`config.mk`:
```
export PLATFORM = sky130hd
export DESIGN_NAME = alu_op_sequencer
export DESIGN_NICKNAME = d
export VERILOG_FILES = /design/src/rtl/alu_op_sequencer.sv
export SDC_FILE = /design/constraint.sdc
export NUM_CORES = 1
export LEC_CHECK = 0
export BUFFER_PORTS_ARGS = -buffer_cell sky130_fd_sc_hd__buf_4
export CAP_MARGIN = 5
export CORE_ASPECT_RATIO = 0.75
export CORE_UTILIZATION = 38
export DETAILED_ROUTE_END_ITERATION = 16
export GPL_ROUTABILITY_DRIVEN = 0
export GPL_TIMING_DRIVEN = 0
export PLACE_DENSITY = 0.62
export SYNTH_ARGS = -nofsm -noshare
export SYNTH_HDL_FRONTEND = slang
export SYNTH_SLANG_ARGS = --single-unit
```
`constraint.sdc`:
```
create_clock -name clk -period 2.25 [get_ports clk]
set_input_delay 0.225 -clock clk [delete_from_list [all_inputs] [get_ports clk]]
set_output_delay 0.225 -clock clk [all_outputs]
set_load 0.05 [all_outputs]
```
`src/rtl/alu_op_sequencer.sv`:
```
`default_nettype none
// ============================================================================
//  Module      : alu_op_sequencer
//  Description : Command-side initiator for a combinational 4-op ALU. It reads
//                operands from a small register file, runs the ALU and writes
//                the result back, and returns each result on a valid/ready port.
//  Revision    : 1.0  initial release
// ============================================================================
module alu_op_sequencer #(
  parameter int WIDTH = 4,
  parameter int NREGS = 4,
  localparam int AW = $clog2(NREGS)
) (
  input  logic             clk,
  input  logic             rst_n,
  input  logic             cmd_valid,
  output logic             cmd_ready,
  input  logic             cmd_load,
  input  logic [1:0]       cmd_op,
  input  logic [AW-1:0]    cmd_dst,
  input  logic [AW-1:0]    cmd_srca,
  input  logic [AW-1:0]    cmd_srcb,
  input  logic [WIDTH-1:0] cmd_imm,
  output logic [WIDTH-1:0] alu_a,
  output logic [WIDTH-1:0] alu_b,
  output logic [1:0]       alu_s,
  input  logic [WIDTH-1:0] alu_y,
  output logic             rsp_valid,
  input  logic             rsp_ready,
  output logic [WIDTH-1:0] rsp_data,
  output logic [AW-1:0]    rsp_dst,
  output logic             rsp_zero
);

  typedef enum logic [1:0] {
    S_IDLE = 2'd0,
    S_EXEC = 2'd1,
    S_RESP = 2'd2
  } state_t;

  state_t           r_state;
  state_t           w_state_next;
  logic             w_accept;
  logic             w_rsp_done;

  logic [WIDTH-1:0] r_regs [NREGS];
  logic             r_cmd_ready;
  logic [WIDTH-1:0] r_alu_a;
  logic [WIDTH-1:0] r_alu_b;
  logic [1:0]       r_alu_s;
  logic [AW-1:0]    r_dst;
  logic             r_rsp_valid;
  logic [WIDTH-1:0] r_rsp_data;
  logic [AW-1:0]    r_rsp_dst;
  logic             r_rsp_zero;

  always_comb begin
    w_accept     = cmd_valid & r_cmd_ready;
    w_rsp_done   = r_rsp_valid & rsp_ready;
    w_state_next = r_state;
    case (r_state)
      S_IDLE:  if (w_accept) w_state_next = cmd_load ? S_RESP : S_EXEC;
      S_EXEC:  w_state_next = S_RESP;
      S_RESP:  if (w_rsp_done) w_state_next = S_IDLE;
      default: w_state_next = S_IDLE;
    endcase
  end

  always_ff @(posedge clk) begin
    if (!rst_n) begin
      r_state     <= S_IDLE;
      r_cmd_ready <= 1'b0;
      r_alu_a     <= '0;
      r_alu_b     <= '0;
      r_alu_s     <= '0;
      r_dst       <= '0;
      r_rsp_valid <= 1'b0;
      r_rsp_data  <= '0;
      r_rsp_dst   <= '0;
      r_rsp_zero  <= 1'b0;
      for (int i = 0; i < NREGS; i++) r_regs[i] <= '0;
    end else begin
      r_state <= w_state_next;
      // Ready is registered, so it lags reset release by one edge.
      r_cmd_ready <= (w_state_next == S_IDLE);
      case (r_state)
        S_IDLE: begin
          if (w_accept) begin
            if (cmd_load) begin
              r_regs[cmd_dst] <= cmd_imm;
              r_rsp_valid     <= 1'b1;
              r_rsp_data      <= cmd_imm;
              r_rsp_dst       <= cmd_dst;
              r_rsp_zero      <= (cmd_imm == '0);
            end else begin
              r_alu_a <= r_regs[cmd_srca];
              r_alu_b <= r_regs[cmd_srcb];
              r_alu_s <= cmd_op;
              r_dst   <= cmd_dst;
            end
          end
        end
        S_EXEC: begin
          r_regs[r_dst] <= alu_y;
          r_rsp_valid   <= 1'b1;
          r_rsp_data    <= alu_y;
          r_rsp_dst     <= r_dst;
          r_rsp_zero    <= (alu_y == '0);
        end
        S_RESP: begin
          if (w_rsp_done) r_rsp_valid <= 1'b0;
        end
        default: ;
      endcase
    end
  end

  assign cmd_ready = r_cmd_ready;
  assign alu_a     = r_alu_a;
  assign alu_b     = r_alu_b;
  assign alu_s     = r_alu_s;
  assign rsp_valid = r_rsp_valid;
  assign rsp_data  = r_rsp_data;
  assign rsp_dst   = r_rsp_dst;
  assign rsp_zero  = r_rsp_zero;

endmodule
`default_nettype wire
```
==> results of run 1 <==
==> power groups by stage <==
| stage | Combinational [mW] | Clock [mW] | Sequential, mW |
|---|---|---|---|
| after floorplan | 0.104 | 0 | 0.859 |
| after global placement | 0.243 | 0 | 0.806 |
| after detailed placement | 0.249 | 0 | 0.807 |
| after CTS | 0.249 | 0.528 | 0.791 |
| after global routing | 0.266 | 0.559 | 0.796 |
| final | 0.249 | 0.519 | 0.792 |
==> through the flow <==
step	std cells	worst slack (ns)	instance area, µm²	total power, mW	hold slack (ns)
after floorplan	154	0.2986	1764	0.9627	0.3727
after global placement	248	0.4049	2113	1.048	0.4497
after detailed placement	248	0.3853	2113	1.056	0.4580
after CTS	256	0.3215	2217	1.569	0.1928
after global routing	256	0.1706	2217	1.621	0.1938
final	256	0.3500	2217	1.560	0.2059
==> how the worst max path moves through the flow <==
stage / from / to / slack (ns) / cells past startpoint
finish: r_state[1] / r_regs[1][1] / 0.35 / 3
global route: r_state[0] / r_regs[1][2] / 0.17 / 4
CTS: r_state[1] / r_regs[1][2] / 0.32 / 3
detailed placement: r_state[1] / r_regs[1][2] / 0.39 / 3
global placement: r_state[0] / r_regs[2][2] / 0.40 / 3
floorplan: cmd_ready / r_regs[2][0] / 0.30 / 4
==> worst reg2reg max path, stage by stage (launching register included) <==
cell	delay, ns
dfxtp_1	0.37
nor2_2	0.36
a32oi_1	0.27
o21ai_0	0.54
==> synthesized netlist by cell type, types with 4 or more instances <==
cell / count
nor2_1: 7
nand3_1: 5
edfxtp_1: 16
clkbuf_1: 4
mux4_2: 8
a21oi_1: 9
o2bb2ai_1: 9
a32oi_1: 7
inv_1: 4
dfxtp_1: 23
nor4_1: 6
o21ai_0: 12
nand2_1: 11
nor3_1: 9
==> logic make-up after synthesis <==
logic type	share of synthesized area [%]
AND/OR/NAND/NOR	15.25
flip-flops	53.33
buffers and inverters	2.978
AO/OA/AOI/OAI	17.59
multiplexers	10.85
==> final cells by class <==
cell class / instances / area [µm²] / share of cell area (%)
multi-input combinational: 103 / 770.7 / 34.76
clock buffer: 7 / 96.34 / 4.345
timing repair buffer: 37 / 277.8 / 12.53
clock inverter: 1 / 7.507 / 0.3386
buffer: 8 / 37.54 / 1.693
sequential: 39 / 940.9 / 42.44
tap: 57 / 71.32 / 3.217
inverter: 4 / 15.01 / 0.6772
==> per-layer routing <==
metal  vias up  part of all wire [%]  global-route usage [%]
li1        698                     -                       -
met1       683                    48                   23.86
met2        53                    45                   27.36
met3         6                   5.9                   4.741
met4         0                  0.91                   7.398
met5         -                     0                       0
==> registers in the layout (all words and copies together) (netlist names), 2 cells and up <==
| signal | flops |
|---|---|
| alu_a | 4 |
| r_dst | 2 |
| rsp_dst | 2 |
| r_state | 2 |
| rsp_data | 4 |
| alu_b | 4 |
| alu_s | 2 |
| r_regs | 16 |
==> results.ini, run 1 <==
[status]
outcome=finished clean

[cells_and_area]
drive_gt1_share_pct=30.65
n_antenna_cell=0
final_core_util_pct=49.64
fillers=413
areaGrowthSynthToFinish_pct=25.67
final_common_cell=buf_4
fin_nets=219
layout_common_cells=buf_4, dfxtp_1, edfxtp_1

[global_route]
grt_start_max_net_pins=13
antenna_found_initial=0
grt_usage_pct=17.67
grt_pass1_wl_um=6272
grt_overflow=0
grt_pass1_vias=1291

[setup_path]
slowest_delay_ns=0.54
critPathRequiredTime_ns=2.18
path_buf_inv=0
r2r_slack_ns=0.35
cpLargestDelayFamily=compound AO/OA/AOI/OAI gates
r2r-start=r_state[1]
slowest_stage=o21ai_0
cp-end-kind=register
cp-start-kind=register
worst-path-max-fanout=10
cp_data_arrival_time_ns=1.83
crit_path_cell_trace=nor2_2 > a32oi_1 > o21ai_0
reg2reg_depth=3
reg2reg_to=r_regs[1][1]
path_class=register to register

[power]
p_int_mw=1.141
ir_worst_vdd_v=0.0003656
power.density_nw_per_um2=703.7
share_comb_of_total_power_pct=16.0
switching_share_pct=26.84
p_leak_nw=0.8364
power_frac_clock_pct=33.3
seqPwrFrac_pct=50.8
p_switching_mw=0.4188

[timing]
min_period_over_period_pct=84.45
drv_slew=0
max_slew_margin_pct=54.55
hold_viol=0
setup_viol=0
fmax_ghz=0.5263
final.setup.tns_ns=0
fin_worst_skew_ns=0.004365
rsz0062_at_grt=false
worst_pin_slew_ns=0.6793
period_needed_ns=1.900

[floorplanning]
initial_core_util_pct=39.50
core_region_area_um2=4467
pin_count=40
die_y_um=61.01
core.rowCount=21
dieWidth_um=80.68
die-area_um2=4922

[yosys]
yosysSeqAreaShare_pct=53.33
synth.largest_area_cell=edfxtp_1
ys.flop_type=dfxtp_1
synth_area_um2=1764
synthTopCellsByArea=edfxtp_1, dfxtp_1, mux4_2
synth.distinct_cells=31
synth.top_cell.area_share_pct=27.23
syn_avg_cell_area_um2=11.46
yosys_warnings=0
ys_seq_elements=39
synthCells=154
synth_edf_count=16
synthArstFlopShare_pct=0
syn_nets=175

[clock_tree]
h-tree-depth=2
cts_hold_buf=0
cts_tree=yes
ctsResizeCount=0
cts_sinks=39
insertion_delay_ns=0.29
cts_buffer_depth=2
post-cts-setup-buffers=0
cts_buffers=5
clk_pin_slew_ns=0.07
cts_root_buffer=clkbuf_8

[route]
vias=1440
antenna_left=0
firstDrtPassIters=4
drc=0
wl_per_cell_um=15.93
drtIter0Drc=60
drt_wl_total_um=4078
via_per_inst=5.625

[worst_hold_path]
min_path_type=input port to register
hp-start=cmd_op[1]
holdPathStages=3
whs_endpoint=alu_s[1]

[placed_design]
port_buffers=37
hpwl_um=3037

[run]
maxCapViolations=0

Note: power is estimated with default switching activity, not from simulation.
==> run 2, diff against run 1 <==
--- a/config.mk
+++ b/config.mk
@@ -5,6 +5,7 @@
 export SDC_FILE = /design/constraint.sdc
 export NUM_CORES = 1
 export LEC_CHECK = 0
+export ABC_AREA = 1
 export BUFFER_PORTS_ARGS = -buffer_cell sky130_fd_sc_hd__buf_4
 export CAP_MARGIN = 5
 export CORE_ASPECT_RATIO = 0.75
@@ -12,7 +13,7 @@
 export DETAILED_ROUTE_END_ITERATION = 16
 export GPL_ROUTABILITY_DRIVEN = 0
 export GPL_TIMING_DRIVEN = 0
-export PLACE_DENSITY = 0.62
+export PLACE_DENSITY = 0.63
 export SYNTH_ARGS = -nofsm -noshare
 export SYNTH_HDL_FRONTEND = slang
 export SYNTH_SLANG_ARGS = --single-unit
==> constraint.sdc (replaced) <==
create_clock -name clk -period 1.71 [get_ports clk]
set_input_delay 0.171 -clock clk [delete_from_list [all_inputs] [get_ports clk]]
set_output_delay 0.171 -clock clk [all_outputs]
set_load 0.05 [all_outputs]
==> results.ini, run 2 <==
[clock_tree]
cts_buffers=5
clk_pin_slew_ns=0.07
insertion_delay_ns=0.28
cts_tree=yes
h-tree-depth=2
cts_root_buffer=clkbuf_8
cts_buffer_depth=2
cts_sinks=39

[setup_path]
path_buf_inv=2
path_class=register to register
reg2reg_depth=7
r2r_slack_ns=0.11
slowest_delay_ns=0.35
reg2reg_to=r_regs[3][2]
crit_path_cell_trace=inv_2 > nand2_1 > nor2_2 > inv_1 > nand3_1 > nand2_1 > nor2_2
cp-end-kind=register
slowest_stage=dfxtp_1
r2r-start=r_state[1]
worst-path-max-fanout=5
cpLargestDelayFamily=simple AND/OR/NAND/NOR gates
critPathRequiredTime_ns=1.68
cp-start-kind=register
cp_data_arrival_time_ns=1.57

[run]
maxCapViolations=0

[cells_and_area]
largest_register=r_regs
final_core_util_pct=50.32
final-seq-area_um2=940.9
fin_nets=316
layout_common_cells=nand2_1, buf_4, nand3_1
multi_input_area_um2=814.5
n_antenna_cell=0
largest_reg_flops=16
instances_no_fill=353
fillers=484
drive_gt1_share_pct=23.99
areaGrowthSynthToFinish_pct=22.93
final_common_cell=nand2_1

[global_route]
antenna_found_initial=0
grt_overflow=0
grt_start_max_net_pins=12
grt_pass1_wl_um=7617
grt_pass1_vias=1628
grt_usage_pct=18.24

[timing]
final.setup.tns_ns=0
max_slew_margin_pct=64.28
fmax_ghz=0.6244
rsz0062_at_grt=false
hold_slack_ns=0.07908
fin_worst_skew_ns=0.007961
min_period_over_period_pct=93.65
worst_pin_slew_ns=0.5322
hold_viol=0
setup_viol=0
period_needed_ns=1.601
drv_slew=0

[power]
power_frac_clock_pct=28.0
switching_share_pct=30.57
p_leak_nw=1.039
ir_worst_vdd_v=0.0004979
p_int_mw=1.448
p_switching_mw=0.6375
power.density_nw_per_um2=896.1
power_mw=2.085
seqPwrFrac_pct=51.1
share_comb_of_total_power_pct=21.0

[route]
vias=1719
drtIter0Drc=139
wl_per_cell_um=12.63
antenna_left=0
via_per_inst=4.870
drt_wl_total_um=4458
drc=0
firstDrtPassIters=4

[worst_hold_path]
holdPathStages=3
min_path_type=input port to register
hp-start=cmd_op[0]
whs_endpoint=alu_s[0]

[yosys]
ys_seq_elements=39
yosys_warnings=0
synth.top_cell.area_share_pct=25.38
synth_common_cells=nand2_1, nand3_1, nor2_1
ys.flop_type=dfxtp_1
yosysMostFrequentCell=nand2_1
syn_nets=272
synthTopCellsByArea=edfxtp_1, dfxtp_1, nand2_1
yosysSeqAreaShare_pct=49.70
synth_edf_count=16
synth_area_um2=1893
synthArstFlopShare_pct=0
synth.distinct_cells=21
syn_avg_cell_area_um2=7.542
synth.largest_area_cell=edfxtp_1
synthCells=251

[floorplanning]
initial_core_util_pct=40.94
die-area_um2=5271
die_y_um=63.13
pin_count=40
core_region_area_um2=4624
dieWidth_um=83.50
core.rowCount=21

[placed_design]
dp_cells=345
port_buffers=37
hpwl_um=3461

[status]
outcome=finished clean

## run 2: cell count changes in the layout (fill, tap and decap cells not counted), moves of 8 or more
cell	previous run	this run
mux4_2	8	0
nand2_1	11	63
nor2_1	7	33
nor3_1	9	1
nand3_1	5	35
o21ai_0	12	22
inv_1	4	19
o2bb2ai_1	9	0
## run 2: timing repair
action | 4_1_cts | 5_1_grt
endpoints found under the hold margin | 0 | 0
resized for setup | 0 | 2
hold buffers | 0 | 0
endpoints found under the setup margin | 0 | 12
setup buffers | 0 | 0
## run 2: cell families after synthesis
logic type,synth area share (%)
AO/OA/AOI/OAI,9.649
buffers and inverters,7.535
flip-flops,49.70
AND/OR/NAND/NOR,33.11
## run 2: worst max path at each step
stage               startpoint           end  slack (ns)  cells past startpoint
CTS                 r_state[0]  r_regs[3][1]        0.04                      7
global placement    r_state[0]  r_regs[3][1]        0.10                      7
global route        r_state[0]  r_regs[1][3]       0.004                      7
floorplan            cmd_ready  r_regs[2][0]        0.03                      6
finish              r_state[1]  r_regs[3][2]        0.11                      7
detailed placement  r_state[0]  r_regs[3][1]        0.06                      7
## run 2: tightest hold or removal path, cell delays in order
cell     delay, ns
buf_4         0.08
nand2_1       0.04
nand2_1       0.04
## run 2: power groups by stage
stage	clock network [mW]	logic, mW	registers [mW]
after global routing	0.638	0.479	1.07
after floorplan	0	0.173	1.20
final	0.583	0.437	1.06
after CTS	0.598	0.435	1.06
after detailed placement	0	0.435	1.09
after global placement	0	0.432	1.08
## run 2: per-layer routing
metal / track usage (%) / routed length, µm
met2: 26.64 / 1815
met1: 26.47 / 2395
met3: 4.325 / 229
met4: 6.144 / 18
met5: 0 / 0
## run 2: metrics by stage
| step | setup slack, ns | cell area, µm² |
|---|---|---|
| floorplan | 0.02813 | 1893 |
| global placement | 0.1006 | 2242 |
| detailed placement | 0.06134 | 2242 |
| CTS | 0.04132 | 2322 |
| global route | 0.004336 | 2327 |
| finish | 0.1086 | 2327 |
## run 2: area by class of cell
cell class                 count  share of cell area, %
sequential                    39                  40.43
tap                           57                  3.065
clock buffer                   6                  3.118
buffer                         8                  1.935
timing repair buffer          37                  11.94
clock inverter                 2                 0.3226
inverter                      26                  4.194
multi-input combinational    178                  35.00
==> run 3, diff against run 2 <==
--- a/config.mk
+++ b/config.mk
@@ -8,8 +8,8 @@
 export ABC_AREA = 1
 export BUFFER_PORTS_ARGS = -buffer_cell sky130_fd_sc_hd__buf_4
 export CAP_MARGIN = 5
-export CORE_ASPECT_RATIO = 0.75
 export CORE_UTILIZATION = 38
+export CTS_BUF_LIST = sky130_fd_sc_hd__clkbuf_16
 export DETAILED_ROUTE_END_ITERATION = 16
 export GPL_ROUTABILITY_DRIVEN = 0
 export GPL_TIMING_DRIVEN = 0
==> results.ini, run 3 (synthesized netlist as in run 2, its figures left out) <==
[setup_path]
cp_data_arrival_time_ns=1.49
cp-start-kind=register
path_buf_inv=2
slowest_stage=dfxtp_1
slowest_delay_ns=0.34
critPathRequiredTime_ns=1.68
crit_path_cell_trace=inv_2 > nand2_1 > nor2_2 > inv_1 > nand3_1 > nand2_1 > nor2_2
path_class=register to register
worst-path-max-fanout=5
cp-end-kind=register
cpLargestDelayFamily=simple AND/OR/NAND/NOR gates

[route]
via_per_inst=4.785
drc=0
drtIter0Drc=128
wl_per_cell_um=11.84
firstDrtPassIters=4
drt_wl_total_um=4297
vias=1737
antenna_left=0

[timing]
max_slew_margin_pct=66.97
drv_slew=0
min_period_over_period_pct=88.81
fin_worst_skew_ns=0.001596
worst_pin_slew_ns=0.4921
setup_viol=0
final.setup.tns_ns=0
setup_slack_ns=0.1913
period_needed_ns=1.519
rsz0062_at_grt=false
hold_viol=0
fmax_ghz=0.6585

[cells_and_area]
n_antenna_cell=0
fin_nets=316
largest_register=r_regs
largest_reg_flops=16
final-seq-area_um2=940.9
layout_common_cells=nand2_1, buf_4, nand3_1
multi_input_area_um2=812.0
stdcell_area_um2=2446
instances_no_fill=363
drive_gt1_share_pct=24.32
final_common_cell=nand2_1
final_core_util_pct=51.45
areaGrowthSynthToFinish_pct=29.21
fillers=488

[placed_design]
dp_worst_setup_slack_ns=0.07054
port_buffers=37
dp_cells=355
hpwl_um=3463
placed_area_um2=2255

[power]
p_leak_nw=1.094
power.density_nw_per_um2=1098
ir_worst_vdd_v=0.0005323

[clock_tree]
cts_buffers=5
clk_pin_slew_ns=0.06
cts_root_buffer=clkbuf_16
cts_sinks=39
insertion_delay_ns=0.28
cts_hold_buf=0
cts_tree=yes
h-tree-depth=2
cts_buffer_depth=2

[worst_hold_path]
min_path_type=input port to register

[status]
outcome=finished clean

[run]
maxCapViolations=0

[floorplanning]
dieWidth_um=72.58
pin_count=40
initial_core_util_pct=39.82
core.rowCount=25
die-area_um2=5268
die_y_um=72.58
core_region_area_um2=4755

[global_route]
grt_start_max_net_pins=13
grt_overflow=0
grt_usage_pct=18.12
grt_pass1_vias=1678
antenna_found_initial=0
grt_pass1_wl_um=7210

-- run 3: cell count changes in the layout (fill, tap and decap cells not counted), sizes merged --
| cell | before | now |
|---|---|---|
| clkbuf | 7 | 6 |
| inv | 26 | 27 |
| clkinv | 2 | 0 |
| bufinv | 0 | 2 |
-- run 3: report_power, final --
group / internal (mW) / total [mW] / leakage, nW / switching, mW
registers: 1.03 / 1.07 / 0.353 / 0.0343
clock network: 0.830 / 1.18 / 0.0952 / 0.355
logic: 0.140 / 0.435 / 0.646 / 0.295
-- run 3: worst min-delay path: stages --
cell	delay, ns
buf_4	0.07
nand2_1	0.04
nand2_1	0.04
-- run 3: final timing paths --
kind	startpoint	end	slack (ns)	cells after the start
worst max-delay path	r_state[1]	r_regs[3][0]	0.19	7
worst min-delay path	cmd_op[1]	alu_s[1]	0.07	3
worst max register to register	r_state[1]	r_regs[3][0]	0.19	7
worst min register to register	alu_s[0]	alu_s[0]	0.47	2
-- run 3: repair_timing --
action	CTS	global route
resized for setup	0	1
buffers inserted	0	0
endpoints found under the setup margin	0	4
endpoints found under the hold margin	0	0
-- run 3: final cells by class --
class,count,share of cell area (%)
inverters,26,3.990
repair buffers,37,11.36
plain buffers,8,1.841
clock inverters,3,2.609
well taps,67,3.427
clock buffers,5,5.115
multi-input cells,178,33.20
flip-flops and latches,39,38.47
-- run 3: per-stage QoR --
| step | total power [mW] | hold WS (ns) |
|---|---|---|
| 2_1_floorplan | 1.373 | 0.2741 |
| 3_3_place_gp | 1.517 | 0.3634 |
| 3_5_place_dp | 1.522 | 0.3613 |
| 4_1_cts | 2.708 | 0.07353 |
| 5_1_grt | 2.793 | 0.08403 |
| 6_report | 2.685 | 0.07370 |
-- run 3: metal layers --
layer / wire length [µm] / track usage (%)
met4: 95 / 9.804
met5: 0 / 0
met3: 190 / 3.177
met2: 1993 / 30.53
met1: 2018 / 22.05
